`config.mk`:
```
export PLATFORM = sky130hd
export DESIGN_NAME = pid_ss_slew_ctrl
export DESIGN_NICKNAME = d
export VERILOG_FILES = /design/src/rtl/pid_pkg.sv /design/src/rtl/pid_slew_lim.sv /design/src/rtl/pid_ss_slew_ctrl.sv
export SDC_FILE = /design/constraint.sdc
export NUM_CORES = 1
export LEC_CHECK = 0
export ABC_AREA = 1
export CAP_MARGIN = 15
export CORE_MARGIN = 1
export CORE_UTILIZATION = 40
export DETAILED_ROUTE_END_ITERATION = 10
export MAX_ROUTING_LAYER = met4
export PLACE_DENSITY = 0.62
export RECOVER_POWER = 100
export SETUP_SLACK_MARGIN = 0.1
export SYNTH_ARGS = -nofsm -noshare
export SYNTH_HDL_FRONTEND = slang
export SYNTH_SLANG_ARGS = --single-unit
```
`constraint.sdc`:
```
create_clock -name clk -period 6.39 [get_ports clk]
set_input_delay 1.278 -clock clk [delete_from_list [all_inputs] [get_ports clk]]
set_output_delay 1.278 -clock clk [all_outputs]
set_load 0.02 [all_outputs]
```
`src/rtl/pid_pkg.sv`:
```
// ============================================================================
// Module : pid_pkg
// Brief  : Shared types, constants and helpers for the PID soft-start path.
// Rev    : 1.0  initial release
// ============================================================================
`default_nettype none

package pid_pkg;

  typedef enum logic [1:0] {
    OFF  = 2'd0,
    RAMP = 2'd1,
    RUN  = 2'd2
  } ss_state_t;

  localparam logic [7:0] SS_FULL = 8'hFF;

  // Clip a sign-extended value into the signed range of 'width' bits.
  function automatic logic signed [63:0] sat_signed(input logic signed [63:0] val,
                                                    input int width);
    logic signed [63:0] hi;
    logic signed [63:0] lo;
    hi = (64'sd1 <<< (width - 1)) - 64'sd1;
    lo = -(64'sd1 <<< (width - 1));
    if (val > hi) return hi;
    if (val < lo) return lo;
    return val;
  endfunction

  function automatic int max_int(input int a, input int b);
    return (a > b) ? a : b;
  endfunction

endpackage

`default_nettype wire

```
`src/rtl/pid_slew_lim.sv`:
```
// ============================================================================
// Module : pid_slew_lim
// Brief  : Output register with per-update slew limit and immediate clear.
// Rev    : 1.0  initial release
// ============================================================================
`default_nettype none

module pid_slew_lim
  import pid_pkg::*;
#(
  parameter int OUT_W    = 12,
  parameter int SLEW_MAX = 64
) (
  input  logic             clk,
  input  logic             rst_n,
  input  logic [OUT_W-1:0] target_i,
  input  logic             upd_i,
  input  logic             force_zero_i,
  output logic [OUT_W-1:0] ctrl_out_o,
  output logic             out_vld_o
);

  localparam logic signed [OUT_W:0]   STEP_W = (OUT_W + 1)'(SLEW_MAX);
  localparam logic signed [OUT_W-1:0] STEP_O = OUT_W'(SLEW_MAX);

  logic signed [OUT_W-1:0] ctrl_q;
  logic signed [OUT_W-1:0] ctrl_d;
  logic                    out_vld_q;
  logic signed [OUT_W:0]   w_delta;

  // One extra bit so the difference of two full-range values cannot wrap.
  assign w_delta = (OUT_W + 1)'($signed(target_i)) - (OUT_W + 1)'(ctrl_q);

  always_comb begin
    ctrl_d = ctrl_q;
    if (force_zero_i) begin
      ctrl_d = '0;
    end else if (upd_i) begin
      if (w_delta > STEP_W) begin
        ctrl_d = ctrl_q + STEP_O;
      end else if (w_delta < -STEP_W) begin
        ctrl_d = ctrl_q - STEP_O;
      end else begin
        ctrl_d = $signed(target_i);
      end
    end
  end

  always_ff @(posedge clk) begin
    if (!rst_n) begin
      ctrl_q    <= '0;
      out_vld_q <= 1'b0;
    end else begin
      ctrl_q    <= ctrl_d;
      out_vld_q <= upd_i & ~force_zero_i;
    end
  end

  assign ctrl_out_o = ctrl_q;
  assign out_vld_o  = out_vld_q;

endmodule

`default_nettype wire

```
`src/rtl/pid_ss_slew_ctrl.sv`:
```
// ============================================================================
// Module : pid_ss_slew_ctrl
// Brief  : 3-stage PID balance controller with soft-start ramp, anti-windup
//          integrator and slew-limited output.
// Rev    : 1.0  initial release
// ============================================================================
`default_nettype none

module pid_ss_slew_ctrl
  import pid_pkg::*;
#(
  parameter int ERR_W    = 10,
  parameter int OUT_W    = 12,
  parameter int INT_W    = 18,
  parameter int I_SHIFT  = 6,
  parameter int D_SHIFT  = 6,
  parameter int TMR_W    = 27,
  parameter int SS_INC   = 1,
  parameter int SLEW_MAX = 64
) (
  input  logic             clk,
  input  logic             rst_n,
  input  logic             vld,
  input  logic [15:0]      ptch,
  input  logic [15:0]      ptch_rt,
  input  logic [4:0]       p_gain,
  input  logic             pwr_up,
  input  logic             rider_off,
  output logic [OUT_W-1:0] ctrl_out,
  output logic             out_vld,
  output logic [7:0]       ss_tmr,
  output logic             sat
);

  localparam int D_W   = 17;
  localparam int P_W   = ERR_W + 6;
  localparam int SUM_W = max_int(max_int(OUT_W + 6, P_W), max_int(INT_W, D_W)) + 2;

  // Soft-start state machine and timer
  ss_state_t        state_q;
  ss_state_t        state_d;
  logic [TMR_W-1:0] timer_q;
  logic [TMR_W-1:0] timer_d;
  logic [TMR_W:0]   w_tmr_sum;

  assign ss_tmr    = timer_q[TMR_W-1 -: 8];
  assign w_tmr_sum = {1'b0, timer_q} + (TMR_W + 1)'(SS_INC);

  always_comb begin
    state_d = state_q;
    timer_d = timer_q;
    case (state_q)
      OFF: begin
        timer_d = '0;
        if (pwr_up) state_d = RAMP;
      end
      RAMP: begin
        if (ss_tmr == SS_FULL) begin
          state_d = RUN;
        end else begin
          timer_d = w_tmr_sum[TMR_W] ? '1 : w_tmr_sum[TMR_W-1:0];
        end
      end
      RUN:     state_d = RUN;
      default: state_d = OFF;
    endcase
    if (!pwr_up) begin
      state_d = OFF;
      timer_d = '0;
    end
  end

  always_ff @(posedge clk) begin
    if (!rst_n) begin
      state_q <= OFF;
      timer_q <= '0;
    end else begin
      state_q <= state_d;
      timer_q <= timer_d;
    end
  end

  // Stage 1: saturate error, form D term, capture gain
  logic                    s1_vld_q;
  logic                    s1_rider_q;
  logic signed [ERR_W-1:0] err_sat_q;
  logic signed [D_W-1:0]   d_q;
  logic [4:0]              p_gain_q;
  logic                    w_s1_go;
  logic signed [ERR_W-1:0] w_err_sat;
  logic signed [D_W-1:0]   w_rt_ext;
  logic signed [D_W-1:0]   w_d;

  assign w_s1_go   = vld & pwr_up;
  assign w_err_sat = ERR_W'(sat_signed(64'($signed(ptch)), ERR_W));
  assign w_rt_ext  = {ptch_rt[15], ptch_rt};
  assign w_d       = -(w_rt_ext >>> D_SHIFT);

  always_ff @(posedge clk) begin
    if (!rst_n) begin
      s1_vld_q   <= 1'b0;
      s1_rider_q <= 1'b0;
      err_sat_q  <= '0;
      d_q        <= '0;
      p_gain_q   <= '0;
    end else begin
      s1_vld_q <= w_s1_go;
      if (w_s1_go) begin
        s1_rider_q <= rider_off;
        err_sat_q  <= w_err_sat;
        d_q        <= w_d;
        p_gain_q   <= p_gain;
      end
    end
  end

  // Stage 2: integrator update and saturated PID sum
  logic                    s2_vld_q;
  logic signed [INT_W-1:0] integ_q;
  logic signed [INT_W-1:0] integ_d;
  logic signed [OUT_W-1:0] pid_raw_q;
  logic                    sat_q;
  logic                    w_s2_go;
  logic signed [INT_W:0]   w_int_sum;
  logic                    w_int_ovf;
  logic                    w_windup;
  logic signed [5:0]       w_pg;
  logic signed [P_W-1:0]   w_p;
  logic signed [INT_W-1:0] w_i;
  logic signed [SUM_W-1:0] w_sum;
  logic signed [OUT_W-1:0] w_raw;
  logic                    w_clip;

  assign w_s2_go   = s1_vld_q & pwr_up;
  assign w_int_sum = (INT_W + 1)'(integ_q) + (INT_W + 1)'(err_sat_q);
  assign w_int_ovf = w_int_sum[INT_W] != w_int_sum[INT_W-1];
  // Hold the integrator while the last sum was clipped in the same direction.
  assign w_windup  = sat_q & (err_sat_q[ERR_W-1] == pid_raw_q[OUT_W-1]);

  always_comb begin
    integ_d = integ_q;
    if (rider_off || (w_s2_go && s1_rider_q)) begin
      integ_d = '0;
    end else if (w_s2_go && !w_int_ovf && !w_windup) begin
      integ_d = w_int_sum[INT_W-1:0];
    end
  end

  assign w_pg   = {1'b0, p_gain_q};
  assign w_p    = w_pg * err_sat_q;
  assign w_i    = integ_d >>> I_SHIFT;
  assign w_sum  = SUM_W'(w_p) + SUM_W'(w_i) + SUM_W'(d_q);
  assign w_raw  = OUT_W'(sat_signed(64'(w_sum), OUT_W));
  assign w_clip = SUM_W'(w_raw) != w_sum;

  always_ff @(posedge clk) begin
    if (!rst_n) begin
      s2_vld_q  <= 1'b0;
      integ_q   <= '0;
      pid_raw_q <= '0;
      sat_q     <= 1'b0;
    end else begin
      s2_vld_q <= w_s2_go;
      integ_q  <= integ_d;
      if (w_s2_go) begin
        pid_raw_q <= w_raw;
        sat_q     <= w_clip;
      end
    end
  end

  assign sat = sat_q;

  // Stage 3: soft-start scaling, then slew limiting
  logic                    w_s3_go;
  logic signed [OUT_W+8:0] w_prod;
  logic [OUT_W-1:0]        w_target;

  assign w_s3_go  = s2_vld_q & pwr_up;
  assign w_prod   = $signed({1'b0, ss_tmr}) * pid_raw_q;
  assign w_target = OUT_W'(w_prod >>> 8);

  pid_slew_lim #(
    .OUT_W    (OUT_W),
    .SLEW_MAX (SLEW_MAX)
  ) u_slew (
    .clk          (clk),
    .rst_n        (rst_n),
    .target_i     (w_target),
    .upd_i        (w_s3_go),
    .force_zero_i (~pwr_up),
    .ctrl_out_o   (ctrl_out),
    .out_vld_o    (out_vld)
  );

endmodule

`default_nettype wire

```
# Word-level counts from Yosys, hierarchy flattened
# Cells that the tools add are included.
[totals] regBits=108 word_cells=78
[classes] eq_ne=8 n_addsub=8 n_mul=2 bitwise=6 magnitude_cmp=6 n_reduce_logical=11 n_mux=23
[op_table] operator="$mux W12" n=6
[op_table] operator="$mux W27" n=2
[op_table] operator="$pmux W27 S2" n=1
[op_table] operator="$mux W10" n=4
[op_table] operator="$mux W18" n=2
[op_table] operator="$add A27 B1 Y28 const B" n=1
[op_table] operator="$mul A9 B12 Y20" n=1
[op_table] operator="$add A18 B10 Y19" n=1
[op_table] operator="$add A17 B17 Y18" n=1
[op_table] operator="$gt A18 B12 Y1 const B" n=1
[op_table] operator="$lt A18 B12 Y1 const B" n=1
[op_table] operator="$ne A12 B18 Y1" n=1
[op_table] operator="$add A16 B12 Y17" n=1
[op_table] operator="$neg A10 Y17" n=1
[op_table] operator="$gt A16 B10 Y1 const B" n=1
[op_table] operator="$lt A16 B10 Y1 const B" n=1
[op_table] operator="$mul A6 B10 Y16" n=1
[op_table] operator="$gt A13 B8 Y1 const B" n=1
[op_table] operator="$lt A13 B7 Y1 const B" n=1
[op_table] operator="$sub A12 B12 Y13" n=1
[op_table] operator="$add A12 B8 Y12 const B" n=1
[op_table] operator="$sub A12 B8 Y12 const B" n=1
[op_table] operator="$eq A8 B8 Y1 const B" n=1
[op_table] operator="$mux W1" n=6
[op_table] operator="16 further kinds" n=25

# Longest topological paths before layout
[logic_depth] ltp_word=15 depth_mapped=41

# Modules after synthesis
# A second synthesis with hierarchy kept.
[unflattened] hier_cells=2007 hier_area_um2=13728.2
[by_module_without_submodules] module="pid_ss_slew_ctrl" area_each_um2=11990.2 cells_each=1707 instances=1
[by_module_without_submodules] module="pid_slew_lim" area_each_um2=1737.9 cells_each=300 instances=1

# Least setup slack after synthesis
# Ideal clock, no wire load.
[synth_path] path_kind="register -> register" from="reg timer_q[19]" to="reg u_slew.ctrl_q[10] (netlist: u_slew.ctrl_out_o[10])" slack_ps=662 arrival_time_ps=5611 setup_time_ps=117 stages_incl_launch_ff=34 cell_sequence="dfxtp_1 -> clkbuf_1 -> nand2_1 -> inv_1 -> fa_1 -> fa_1 -> inv_1 -> fa_1 -> inv_1 -> fa_1 -> ha_1 -> a21oi_1 -> o21ai_0 -> a21oi_1 -> nand2_1 -> nand2_1 -> nand2_1 -> nand2_1 -> nand2_1 -> ha_1 -> nand2_1 -> inv_1 -> a21oi_1 -> nand3_1 -> nand2_1 -> nand2_1 -> nor2_1 -> nand4_1 -> nand2_2 -> inv_2 -> nand2_1 -> nand2_1 -> nor2_1 -> nor2_1"
[synth_via] elab_chain_len=5 elab_cells_between_ends=6 cone_classes="1 x add/sub; 1 x mul; 2 x order compare; 2 x mux"
[synth_rtl] item="from (decl)" line="pid_ss_slew_ctrl.sv:42" rtl="logic [TMR_W-1:0] timer_q;"
[synth_rtl] item="from (signal assigned)" line="pid_ss_slew_ctrl.sv:79" rtl="timer_q <= timer_d;"
[synth_rtl] item="$mul A9 B12 Y20 (*)" line="pid_ss_slew_ctrl.sv:180" rtl="assign w_prod = $signed({1'b0, ss_tmr}) * pid_raw_q;"
[synth_rtl] item="$sub A12 B12 Y13" line="pid_slew_lim.sv:32" rtl="assign w_delta = (OUT_W + 1)'($signed(target_i)) - (OUT_W + 1)'(ctrl_q);"
[synth_rtl] item="$lt A13 B7 Y1" line="pid_slew_lim.sv:41" rtl="end else if (w_delta < -STEP_W) begin"
[synth_rtl] item="$mux W12" line="pid_slew_lim.sv:41"
[synth_rtl] item="$mux W12 (*)" line="pid_slew_lim.sv:39" rtl="if (w_delta > STEP_W) begin"
[synth_rtl] item="to (signal assigned)" line="pid_slew_lim.sv:54" rtl="ctrl_q <= ctrl_d;"
[synth_rtl] item="to (decl)" line="pid_slew_lim.sv:26" rtl="logic signed [OUT_W-1:0] ctrl_q;"
# Mark *: on every way between the ends. The rest lies on a longest branch, timed or not.
# A chain may end at the register's enable or synchronous reset.

# Final worst setup path
[layout_path] from="in pwr_up" to="reg pid_raw_q[6]"
[layout_via] elab_chain_len=12 elab_cells_between_ends=17 cone_classes="2 x add/sub; 2 x order compare; 8 x mux; 1 x bitwise; 4 x reduce/logical"
[layout_rtl] item="from (decl)" line="pid_ss_slew_ctrl.sv:27" rtl="input logic pwr_up,"
[layout_rtl] item="$and A1 B1 Y1 (*)" line="pid_ss_slew_ctrl.sv:134" rtl="assign w_s2_go = s1_vld_q & pwr_up;"
[layout_rtl] item="$logic_and A1 B1 Y1 (2 in series)" line="pid_ss_slew_ctrl.sv:144" rtl="end else if (w_s2_go && !w_int_ovf && !w_windup) begin"
[layout_rtl] item="$mux W18" line="pid_ss_slew_ctrl.sv:144"
[layout_rtl] item="$mux W18 (*)" line="pid_ss_slew_ctrl.sv:142" rtl="if (rider_off || (w_s2_go && s1_rider_q)) begin"
[layout_rtl] item="via integ_d[15]" line="pid_ss_slew_ctrl.sv:120" rtl="logic signed [INT_W-1:0] integ_d;"
[layout_rtl] item="$add A16 B12 Y17 (*)" line="pid_ss_slew_ctrl.sv:152" rtl="assign w_sum = SUM_W'(w_p) + SUM_W'(w_i) + SUM_W'(d_q);"
[layout_rtl] item="$add A17 B17 Y18 (*)" line="pid_ss_slew_ctrl.sv:152"
[layout_rtl] item="$lt A18 B12 Y1" line="pid_pkg.sv:26" rtl="if (val < lo) return lo;"
[layout_rtl] item="$mux W1 (2 in series)" line="pid_pkg.sv:26"
[layout_rtl] item="$mux W12" line="pid_pkg.sv:27" rtl="return val;"
[layout_rtl] item="$mux W12 (*)" line="pid_pkg.sv:26"
[layout_rtl] item="to (signal assigned)" line="pid_ss_slew_ctrl.sv:166" rtl="pid_raw_q <= w_raw;"
[layout_rtl] item="to (decl)" line="pid_ss_slew_ctrl.sv:121" rtl="logic signed [OUT_W-1:0] pid_raw_q;"
# The timed path passes the listed nets; every way through them passes the cells marked *. The select of a mux whose other input is x is not followed.

==> flow_summary.json <==
{
  "gr-usage-all-layers": 0.204,
  "outcome": "finished with violations",
  "cp_num_buf_inv": 9,
  "cp_slowest_cell": "clkdlybuf4s50_1",
  "drt_iter0_markers": 465,
  "die_height_um": 187,
  "switching_share": 0.299,
  "hold_violations": 0,
  "setup_violations": 0,
  "crit_end": "pid_raw_q[6]",
  "skew_ns": 0.0115,
  "area_delta_synth_final_pct": 15.0,
  "vdd_drop_max_v": 0.000126,
  "timing.final.ws_setup_ns": 0.380,
  "place_worst_setup_slack_ns": -0.0685,
  "die-area_um2": 34900,
  "cts_hold_buffers": 0,
  "clk_pin_slew_worst_paths_ns": 0.07,
  "drv_slew": 32,
  "critPathKind": "input port to flop",
  "clock-root-buffer": "clkbuf_16",
  "h-tree-depth": 3,
  "ant_nets": 0,
  "ys_seq_elements": 108,
  "final-instance-count-excl-fill": 2483,
  "r2r_slack_ns": 0.40,
  "grt_max_degree": 34,
  "critPathMaxFanout": 16,
  "cp_num_cells": 28,
  "relSlewSlack": -0.00290,
  "cts_num_sinks": 108,
  "route.detailed.drc": 0,
  "diodes": 0,
  "dp_cells": 2450,
  "fin_crit_ns": 6.01,
  "post_drt_wl_per_cell_um": 13.5,
  "core_area_um2": 33500,
  "grt_pass1_vias": 12131,
  "powerDensity_nw_per_um2": 109,
  "pin_count": 64,
  "cp.required_ns": 6.69,
  "hold_path.class": "flop to flop",
  "worstSkewPairLatency_ns": 0.37,
  "grt_first_pass_wirelength_um": 56900,
  "nNetsFinal": 2321,
  "dpl_cell_area_um2": 14900,
  "final_area_um2": 15700,
  "ys_seq_area_frac": 0.158,
  "max-clock-path-buffers": 2,
  "drt_wl_total_um": 33500,
  "yosysWarnings": 0,
  "rr_startpoint": "pid_raw_q[11]",
  "cts_tree": "built",
  "slowest_delay_ns": 0.55,
  "synth_area_per_cell_um2": 6.99,
  "cp_common_cell": "nand2_1",
  "netlist_area_um2": 13700,
  "fin_util": 0.469,
  "r2r-end": "u_slew.ctrl_out_o[9]",
  "num_vias": 11952,
  "seqPwrFrac": 0.419,
  "p_comb_frac": 0.212,
  "row_count": 67,
  "synth_top_area_frac": 0.207,
  "drt-pass1-iter-count": 5,
  "cap_violations": 1,
  "p_sw_mw": 0.510,
  "critPathLaunch": "pwr_up",
  "dieWidth_um": 187,
  "p_leak_nw": 8.48,
  "globalRouteOverflowTotal": 0,
  "netlist_instances": 1954,
  "intPower_mw": 1.20,
  "start_util": 0.407,
  "critPathCaptureType": "flop",
  "io_buffers": 57,
  "fin_crit_sh": 0.941,
  "gp_congestion": 0.892,
  "crit_arrival_ns": 6.31,
  "tightestPinTransition_ns": 1.50,
  "antenna_found_initial": 1,
  "start_kind": "input port",
  "dpl.hpwl_um": 27000,
  "rsz0062_at_grt": "true",
  "viasPerCell": 4.81,
  "ys_top_cells_by_area": "fa_1 (21%), dfxtp_1 (16%), nand2_1 (13%), inv_1 (12%), ha_1 (9.8%)",
  "cts_buffers": 9,
  "synth_top_cell_by_area": "fa_1",
  "drive_gt1_frac": 0.105,
  "violations": "capacitance limit, slew limit",
  "synthDistinctLibCells": 44,
  "p_clk_frac": 0.369,
  "crit_family": "adder cells",
  "synth_nets": 2244,
  "r2r.worst_path.cells": 31,
  "max_freq_mhz": 166
}
## registers in the layout, summed over array words and instances, names as in the netlist, 2 cells and up
name and flops:
d_q 17, err_sat_q 10, integ_q 18, p_gain_q 5
pid_raw_q 12, state_q 2, timer_q 27, u_slew.ctrl_out_o 12
## layout make-up
cell class,count,area (µm²)
timing repair buffer,132,1170
sequential,108,2200
clock buffer,11,253
tap,448,561
clock inverter,4,72.6
inverter,454,1700
fill,3398,17800
multi-input combinational,1326,9760
## worst min-delay path by stage
stage	end	depth (start not counted)	slack, ns	start
6_report	s1_rider_q	2	0.47	s1_rider_q
5_1_grt	d_q[15]	2	0.49	d_q[15]
4_1_cts	s1_rider_q	2	0.46	s1_rider_q
3_5_place_dp	s1_rider_q	2	0.45	s1_rider_q
3_3_place_gp	s1_rider_q	2	0.44	s1_rider_q
2_1_floorplan	s1_rider_q	2	0.42	s1_rider_q
## cells in the mapped netlist, drive strengths merged
library cell,count
nand3,79
nand3b,6
nor2,131
fa,141
buf,23
or2,1
nor3,21
nor3b,1
o31ai,1
a31o,1
clkbuf,44
xnor2,26
a21boi,5
dfxtp,108
clkinv,2
o21ai,88
nor4,4
inv,452
xor2,49
a21o,6
ha,107
nand4,41
nand2,477
a211oi,5
a31oi,2
o21bai,7
a21oi,126
## power by group through the flow
stage | Combinational (mW) | Clock (mW) | Sequential, mW
after global routing | 0.410 | 0.675 | 0.719
after floorplan | 0.249 | 0 | 0.717
after global placement | 0.336 | 0 | 0.732
after CTS | 0.345 | 0.650 | 0.716
final | 0.362 | 0.630 | 0.716
after detailed placement | 0.343 | 0 | 0.732
## worst min-delay path, delay by kind of cell (launching register included)
kind | cells | cell delay, ns
DFF | 1 | 0.30
AOI/OAI and AO/OA | 1 | 0.06
buffers and inverters | 1 | 0.06
## stage by stage
stage	hold WS, ns	total power, mW	TNS, ns
global placement	0.436	1.07	0
finish	0.472	1.71	0
global route	0.488	1.80	0
floorplan	0.425	0.966	0
CTS	0.457	1.71	0
detailed placement	0.449	1.08	-0.602
## placed cells by master, fill, tap and decap left out, types with 25 or more instances in the layout
cell | synthesis | layout
xnor2_1 | 25 | 25
fa_1 | 141 | 137
nor2_1 | 125 | 124
ha_1 | 107 | 95
nand4_1 | 40 | 40
xor2_1 | 49 | 46
o21ai_0 | 76 | 72
a21oi_1 | 114 | 105
dfxtp_1 | 108 | 86
inv_1 | 441 | 438
nand3_1 | 70 | 69
nand2_1 | 459 | 455
buf_4 | 8 | 63
clkdlybuf4s50_1 | 0 | 36
## routing by layer
metal	vias to the layer above	global-route usage	share of wire
li1	6104	-	-
met1	5632	0.242	0.45
met2	164	0.360	0.49
met3	52	0.0227	0.027
met4	0	0.0621	0.025
met5	-	-	0
## cells by family (layout without fill, tap and decap cells)
family	after synthesis	after routing	synth area share
XOR/XNOR	75	75	0.0486
buffers and inverters	521	601	0.148
AO/OA/AOI/OAI	241	241	0.0972
flip-flops	108	108	0.158
AND/OR/NAND/NOR	761	762	0.243
adder cells (fa/ha/maj)	248	248	0.305
## repair_timing
item,4_1_cts,5_1_grt
gates cloned,0,1
endpoints found under the setup margin,9,25
pin swaps,0,14
gates resized for setup,2,85
setup buffers,0,17
Note: power is estimated with default switching activity, not from simulation.
